## config.mk

```make
export PLATFORM = sky130hd
export DESIGN_NAME = inst_loader_flat
export DESIGN_NICKNAME = d
export VERILOG_FILES = /design/src/rtl/inst_loader_if.sv /design/src/rtl/inst_loader.sv /design/src/flat_wrapper.sv
export SDC_FILE = /design/constraint.sdc
export NUM_CORES = 1
export LEC_CHECK = 0
export ABC_CLOCK_PERIOD_IN_PS = 4500
export CAP_MARGIN = 20
export CORE_MARGIN = 5
export CORE_UTILIZATION = 50
export DETAILED_ROUTE_END_ITERATION = 10
export HOLD_SLACK_MARGIN = 0.05
export PLACE_DENSITY = 0.67
export SETUP_SLACK_MARGIN = 0.02
export SLEW_MARGIN = 0
export SYNTH_ARGS = -nofsm -noshare
export SYNTH_HDL_FRONTEND = slang
export SYNTH_SLANG_ARGS = --single-unit
```

## constraint.sdc

```tcl
create_clock -name clk -period 4.5 [get_ports clk]
set_clock_uncertainty 0.2 [all_clocks]
set_input_delay 0.675 -clock clk [delete_from_list [all_inputs] [get_ports clk]]
set_output_delay 0.675 -clock clk [all_outputs]
set_load 0.02 [all_outputs]
```

## src/rtl/inst_loader_if.sv

```systemverilog
// Host-to-loader program stream: valid/ready word handshake with an end-of-program marker.
`ifndef INST_WIDTH
`define INST_WIDTH 32
`endif

interface inst_loader_if #(
    parameter int INST_WIDTH = `INST_WIDTH
) ();
    logic                  s_valid;
    logic                  s_ready;
    logic [INST_WIDTH-1:0] s_data;
    logic                  s_last;

    modport master (output s_valid, output s_data, output s_last, input s_ready);
    modport slave  (input s_valid, input s_data, input s_last, output s_ready);
endinterface

```

## src/rtl/inst_loader.sv

```systemverilog
// Buffers a host program, clears the instruction memory, replays the program as one
// gap-free inst_in_v burst, then waits for the memory to finish executing it.
`ifndef INST_WIDTH
`define INST_WIDTH 32
`endif
`ifndef IM_ADDR_WIDTH
`define IM_ADDR_WIDTH 4
`endif

module inst_loader #(
    parameter int INST_WIDTH    = `INST_WIDTH,
    parameter int IM_ADDR_WIDTH = `IM_ADDR_WIDTH
) (
    input  logic                  clk,
    input  logic                  rst,
    inst_loader_if.slave          host,
    output logic                  im_clr,
    output logic                  inst_in_v,
    output logic [INST_WIDTH-1:0] inst_in,
    input  logic                  inst_out_v,
    output logic                  busy,
    output logic                  err_overflow
);
    localparam int                 DEPTH   = 2 ** IM_ADDR_WIDTH;
    localparam logic [IM_ADDR_WIDTH:0] DEPTH_C = (IM_ADDR_WIDTH + 1)'(DEPTH);
    localparam logic [IM_ADDR_WIDTH:0] ONE_C   = (IM_ADDR_WIDTH + 1)'(1);

    typedef enum logic [2:0] {
        LOAD,
        CLR,
        BURST,
        WAIT_HI,
        WAIT_LO
    } state_t;

    state_t                 state;
    state_t                 state_nxt;
    logic [IM_ADDR_WIDTH:0] cnt;
    logic [IM_ADDR_WIDTH:0] rp;
    logic                   s_ready_q;
    logic                   hs;
    logic                   full;
    logic                   burst_last;
    logic [INST_WIDTH-1:0]  mem [DEPTH];

    assign host.s_ready = s_ready_q;
    assign hs           = host.s_valid & s_ready_q;
    assign full         = (cnt == DEPTH_C);
    // rp has run ahead to cnt once the final word is already on inst_in.
    assign burst_last   = (rp == cnt);

    always_ff @(posedge clk or negedge rst) begin
        if (!rst) state <= LOAD;
        else      state <= state_nxt;
    end

    // NOTE: next-state defaults to the current state first, so no path leaves it unassigned (no latch).
    always_comb begin
        state_nxt = state;
        case (state)
            LOAD:    if (hs && host.s_last) state_nxt = CLR;
            CLR:     state_nxt = BURST;
            BURST:   if (burst_last) state_nxt = WAIT_HI;
            WAIT_HI: if (inst_out_v) state_nxt = WAIT_LO;
            WAIT_LO: if (!inst_out_v) state_nxt = LOAD;
            default: state_nxt = LOAD;
        endcase
    end

    // NOTE: the program buffer has no reset; its contents are only read after being written.
    always_ff @(posedge clk) begin
        if (hs && !full) mem[cnt[IM_ADDR_WIDTH-1:0]] <= host.s_data;
    end

    // Outputs are registered from the next state so each one changes on the edge that enters its state.
    always_ff @(posedge clk or negedge rst) begin
        if (!rst) begin
            cnt          <= '0;
            rp           <= '0;
            s_ready_q    <= 1'b0;
            im_clr       <= 1'b0;
            inst_in_v    <= 1'b0;
            inst_in      <= '0;
            busy         <= 1'b0;
            err_overflow <= 1'b0;
        end else begin
            s_ready_q <= (state_nxt == LOAD);
            busy      <= (state_nxt != LOAD);
            im_clr    <= (state_nxt == CLR);
            inst_in_v <= (state_nxt == BURST);

            if (state == LOAD && hs) begin
                if (full) err_overflow <= 1'b1;
                else      cnt          <= cnt + ONE_C;
            end

            if (state == CLR) begin
                inst_in <= mem[0];
                rp      <= ONE_C;
            end

            if (state == BURST && !burst_last) begin
                inst_in <= mem[rp[IM_ADDR_WIDTH-1:0]];
                rp      <= rp + ONE_C;
            end

            if (state == WAIT_LO && !inst_out_v) cnt <= '0;
        end
    end
endmodule

```

## src/flat_wrapper.sv

```systemverilog
// flat-port wrapper written by rule: the top's interface ports become plain ports
module inst_loader_flat 
#(
    parameter int INST_WIDTH    = `INST_WIDTH,
    parameter int IM_ADDR_WIDTH = `IM_ADDR_WIDTH
)
  (clk, rst, im_clr, inst_in_v, inst_in, inst_out_v, busy, err_overflow, host_s_valid, host_s_data, host_s_last, host_s_ready);
  inst_loader_if #(.INST_WIDTH(INST_WIDTH)) host_i ();
  input  logic clk;
  input  logic rst;
  output logic im_clr;
  output logic inst_in_v;
  output logic [INST_WIDTH-1:0] inst_in;
  input  logic inst_out_v;
  output logic busy;
  output logic err_overflow;
  input wire logic [$bits(host_i.s_valid)-1:0] host_s_valid;
  input wire logic [$bits(host_i.s_data)-1:0] host_s_data;
  input wire logic [$bits(host_i.s_last)-1:0] host_s_last;
  output wire logic [$bits(host_i.s_ready)-1:0] host_s_ready;
  assign host_i.s_valid = host_s_valid;
  assign host_i.s_data = host_s_data;
  assign host_i.s_last = host_s_last;
  assign host_s_ready = host_i.s_ready;
  inst_loader #(.INST_WIDTH(INST_WIDTH), .IM_ADDR_WIDTH(IM_ADDR_WIDTH)) u_core (.clk(clk), .rst(rst), .host(host_i), .im_clr(im_clr), .inst_in_v(inst_in_v), .inst_in(inst_in), .inst_out_v(inst_out_v), .busy(busy), .err_overflow(err_overflow));
endmodule
```

* After elaboration in Yosys (flattened, before gate mapping)
Memory sizes are Yosys's and may differ from the RTL's.
Index checks and enable logic that the tools add are counted.
** Storage, ports and cells
- Flip-flop bits (word level) :: 50
- Bits in latches :: 0
- Bits in writable memories :: 512
- Memory bits (read-only) :: 0
- Bits of input ports :: 37
- Output and inout bits :: 37
- Word-level logic and storage cells :: 51
- Memories kept :: 1
** Memories
- u_core.mem :: depth 16, width 32, rd ports 2, clocked after memory_dff 0, write ports 1, line inst_loader.sv:44 : logic [INST_WIDTH-1:0] mem [DEPTH];
** Cells by class
- Add/sub/neg operators :: 2
- $mul :: 0
- Divide/modulo/power cells :: 0
- Magnitude comparators :: 0
- Equal/unequal tests :: 9
- Shifts and indexed selects :: 0
- Multiplexer cells :: 14
- Bitwise operators :: 1
- Reductions and logical operators :: 15
** Operator list (count)
- two-way mux 32 bit :: 2
- two-way mux 5 bit :: 5
- one-hot mux 3 bit (5 select lines) :: 1
- two-way mux 3 bit :: 4
- adder 5 x 1 -> 5 bit (second input constant) :: 2
- equality test 3 x 2 -> 1 bit (second input constant) :: 3
- equality test 3 x 1 -> 1 bit (second input constant) :: 2
- zero test 3 bit :: 2
- equality test 5 bit :: 1
- equality test 5 bit (second input constant) :: 1
- logical AND 1 bit :: 5
- AND reduction 2 bit :: 2
- nonzero test 2 bit :: 2
- equality test 3 bit (second input constant) :: 1
- zero test 1 bit :: 3
- nonzero test 3 bit :: 1
- two-way mux 1 bit :: 2
- != test 2 bit (second input constant) :: 1
- bitwise AND 1 bit :: 1

* Logic depth before layout (Yosys ltp)
- Depth in word-level cells :: 5
- Mapped depth :: 9
- Depth with buffers taken out :: 7

* Least setup slack after synthesis
OpenSTA, ideal clock, no wires.
- Path kind :: reg2reg
- Start point :: register u_core.cnt[0]
- End point :: memory u_core.mem[3][0] (netlist bit) (enable)
- Library setup time :: 461 ps
- Arrival time :: 3430 ps
- Required time :: 3839 ps
- Setup slack :: 409 ps
- Stages on the path, launching flop included :: 6
- Buffers on the path :: 0
- Period minus slack after synthesis :: 4091 ps
- Cells stage by stage :: dfrtp_1 -> inv_1 -> ha_1 -> and4bb_2 -> nand3b_1 -> nor3_1
** Between the ends
- Longest elaborated chain between the ends :: 5
** RTL lines
- from (decl) :: line inst_loader.sv:38 : logic [IM_ADDR_WIDTH:0] cnt;
- from (signal assigned) :: line inst_loader.sv:94 : else cnt <= cnt + ONE_C;
- equality test 5 bit :: line inst_loader.sv:48 : assign full = (cnt == DEPTH_C);
- zero test 1 bit :: line inst_loader.sv:72 : if (hs && !full) mem[cnt[IM_ADDR_WIDTH-1:0]] <= host.s_data;
- logical AND 1 bit :: line inst_loader.sv:72
- two-way mux 1 bit :: line inst_loader.sv:72
- two-way mux 1 bit (implied by the code) :: line inst_loader.sv:72
- to (decl) :: line inst_loader.sv:44
Parallel ways exist; a longest one is shown, timed or not.

* Worst setup path in the final report
- Start point :: register u_core.cnt[0]
- End point :: memory u_core.mem[9][31] (netlist bit) (enable)
The elaborated chain is that of the path after synthesis.

==> impl_metrics.yaml <==
final_layout:
  multi_input_area_mm2: 0.00489
  fill_cells: 3071
  drive_above_1_share: 0.225
  layout_common_cells: "edfxtp_1 (512), mux4_2 (122), clkdlybuf4s50_1 (72)"
  num_antenna_cells: 0
  register_area_mm2: 0.0166
  areaGrowthSynthToFinish_pct: 15.5
  fin_nets: 1196
  final_common_cell: "edfxtp_1"
clock_tree:
  post_cts_buffers: 0
  clkTransAtPathRegs_ns: 0.06
  cts_sinks: 562
  insertion_delay_ns: 0.60
  numCtsBuffers: 55
  cts_tree: "done"
  cts_resized: 0
  clk_path_buf_depth: 3
  ctsRootBufferMaster: "clkbuf_16"
  htree_levels: 2
sta:
  period_share: 0.687
  setup_viol_count_final: 0
  fin_setup_tns_ns: 0
  max_slew_margin: 0.394
  finalHoldViolCount: 0
  max_freq_ghz: 0.324
  finalWorstPathRequiredPeriod_ns: 3.09
  finalMaxSlewViolations: 0
  grt_setup_unrepaired: "false"
  whs_ns: 0.275
  layout_setup_ws_ns: 1.41
  tightest_slew_ns: 0.909
placed_design:
  dp_hpwl_um: 24600
  post-place-ws_ns: 1.16
  io_buffers: 73
  place_congestion: 0.723
global_route:
  antenna_found_initial: 0
  grt_use_total: 0.189
  grt_pass1_wl_um: 68100
  grt_overflow: 0
  grt_max_degree: 71
  grt_pass1_vias: 11100
critical_path:
  cpLargestDelayFamily: "simple AND/OR/NAND/NOR gates"
  cp-start-kind: "register"
  critPathMaxFanout: 24
  path_cells: "inv_1, ha_1, and4bb_2, nor2_1, nand2_1, nor2_4, buf_4"
  worstSetupPathType: "register to register"
  cp-end-kind: "register"
  cp.required_ns: 4.61
  cp_data_arrival_time_ns: 3.20
  critPathSlowestCell: "nor2_4"
  cp_num_buf_inv: 2
  max_stage_delay_ns: 0.75
synth:
  syn_inst: 1045
  yosysWarnings: 0
  yosys.area.top_type_share: 0.707
  synth-edff-count: 512
  synthArstFlopShare: 0.0890
  synth_area_leader_cell: "edfxtp_1"
  ys_seq_elements: 562
  synth_area_leaders: "edfxtp_1 (71%), mux4_2 (13%), dfrtp_1 (5.8%), a22oi_1 (1.8%), mux2i_1 (1.5%)"
  synth.avg_cell_area_um2: 20.8
  synthesis.nets: 1087
  synth_cell_types: 43
  syn_area_mm2: 0.0218
  yosysSeqAreaShare: 0.764
  synth_ff_type: "edfxtp_1"
job:
  drv_cap: 0
route:
  wl_per_cell_um: 24.7
  avgViaCountPerCell: 5.83
  final_antenna_net_count: 0
  drc: 0
  dr.first_iter.drc_count: 822
  firstDrtPassIters: 5
  wl_um: 44100
  vias: 10400
die:
  die_y_um: 219
  die-area_mm2: 0.0478
  die_w_um: 219
  rows: 76
  num_io_pins: 74
  core-area_mm2: 0.0431
  initial_core_util: 0.505
pwr:
  p_per_area_mw_per_mm2: 574
  cellLeakagePower_nw: 8.00
  worst_ir_drop_vdd_mv: 0.419
run_status:
  status: "complete, no violations"
worst_hold_path:
  min_path_type: "register to register"
-- cell families (layout without fill, tap and decap cells) --
kind of cell	Yosys count	in the layout	synth area share
flops	562	562	0.764
mux	161	161	0.149
fa+ha+maj	5	5	0.00288
simple gates	136	136	0.0290
buf+inv	67	220	0.0169
compound gates	104	104	0.0342
xor+xnor	10	10	0.00403
-- cell type report --
type,count,share of cell area
multi-input combinational,416,0.195
clock inverter,27,0.00941
tap,585,0.0291
timing repair buffer,111,0.0431
inverter,8,0.00120
sequential,562,0.662
clock buffer,74,0.0605
-- metrics by stage --
stage                     utilization  total power (W)  instance area [µm²]  std cells
final                           0.583           0.0144                25100       1783
after global placement          0.542           0.0101                23300       1680
after CTS                       0.583           0.0146                25100       1782
after detailed placement        0.542           0.0101                23300       1680
after global routing            0.583           0.0151                25100       1783
after floorplan                     -          0.00896                21800       1045
-- Yosys cell counts, drive strengths merged (4+ instances only) --
cell type and count:
edfxtp 512, mux4 128, a22oi 53, nor2 51, dfrtp 50, buf 47, nand2 37, mux2i 33
a21oi 32, clkbuf 12, nand3 11, nor3 11, xnor2 9, inv 8, a22o 6, nor2b 6
and3 5, ha 5, a2111oi 4, nand2b 4
-- repair_timing --
action / 4_1_cts / 5_1_grt
endpoints found under the hold margin: 26 / 0
setup endpoints to repair: 0 / 0
hold buffers: 1 / 0
-- per-layer routing --
metal / vias to the layer above / track usage / share of wire
li1: 4527 / - / -
met1: 5537 / 0.271 / 0.43
met2: 271 / 0.304 / 0.49
met3: 65 / 0.0370 / 0.056
met4: 0 / 0.0509 / 0.022
met5: - / 0 / 0
-- sequential cells by signal, summed over array words and instances, names as in the netlist --
signal	cells
u_core.state	3
u_core.inst_in	32
u_core.busy	1
u_core.rp	5
u_core.cnt	5
u_core.host.s_ready	1
u_core.err_overflow	1
u_core.mem	512
u_core.inst_in_v	1
u_core.im_clr	1
-- power by group --
group          internal, W  leakage (nW)  switching (W)
clock network      0.00259         0.847        0.00186
registers          0.00603          5.20       0.000288
logic              0.00171          1.96        0.00195
total               0.0103          8.00        0.00410
-- worst register-to-register path, stage by stage (launching register included) --
cell and delay [ns]:
dfrtp_1 0.46, inv_1 0.10, ha_1 0.24, and4bb_2 0.27, nor2_1 0.22, nand2_1 0.28, nor2_4 0.75, buf_4 0.29
-- path summary, 6_finish.rpt --
kind	startpoint	end	slack, ns	cells after the start
worst max-delay path	u_core.cnt[0]$_DFFE_PN0P_	u_core.mem[9][31]$_DFFE_PP_	1.41	7
worst min-delay path	u_core.err_overflow$_DFFE_PN0P_	u_core.err_overflow$_DFFE_PN0P_	0.27	1
worst max register to register	u_core.cnt[0]$_DFFE_PN0P_	u_core.mem[9][31]$_DFFE_PP_	1.41	7
worst min register to register	u_core.err_overflow$_DFFE_PN0P_	u_core.err_overflow$_DFFE_PN0P_	0.27	1
max in group asynchronous	rst	u_core.rp[2]$_DFFE_PN0P_	2.69	3
min in group asynchronous	rst	u_core.inst_in[18]$_DFFE_PN0P_	0.51	2
Power figures use the tool's default switching activity.
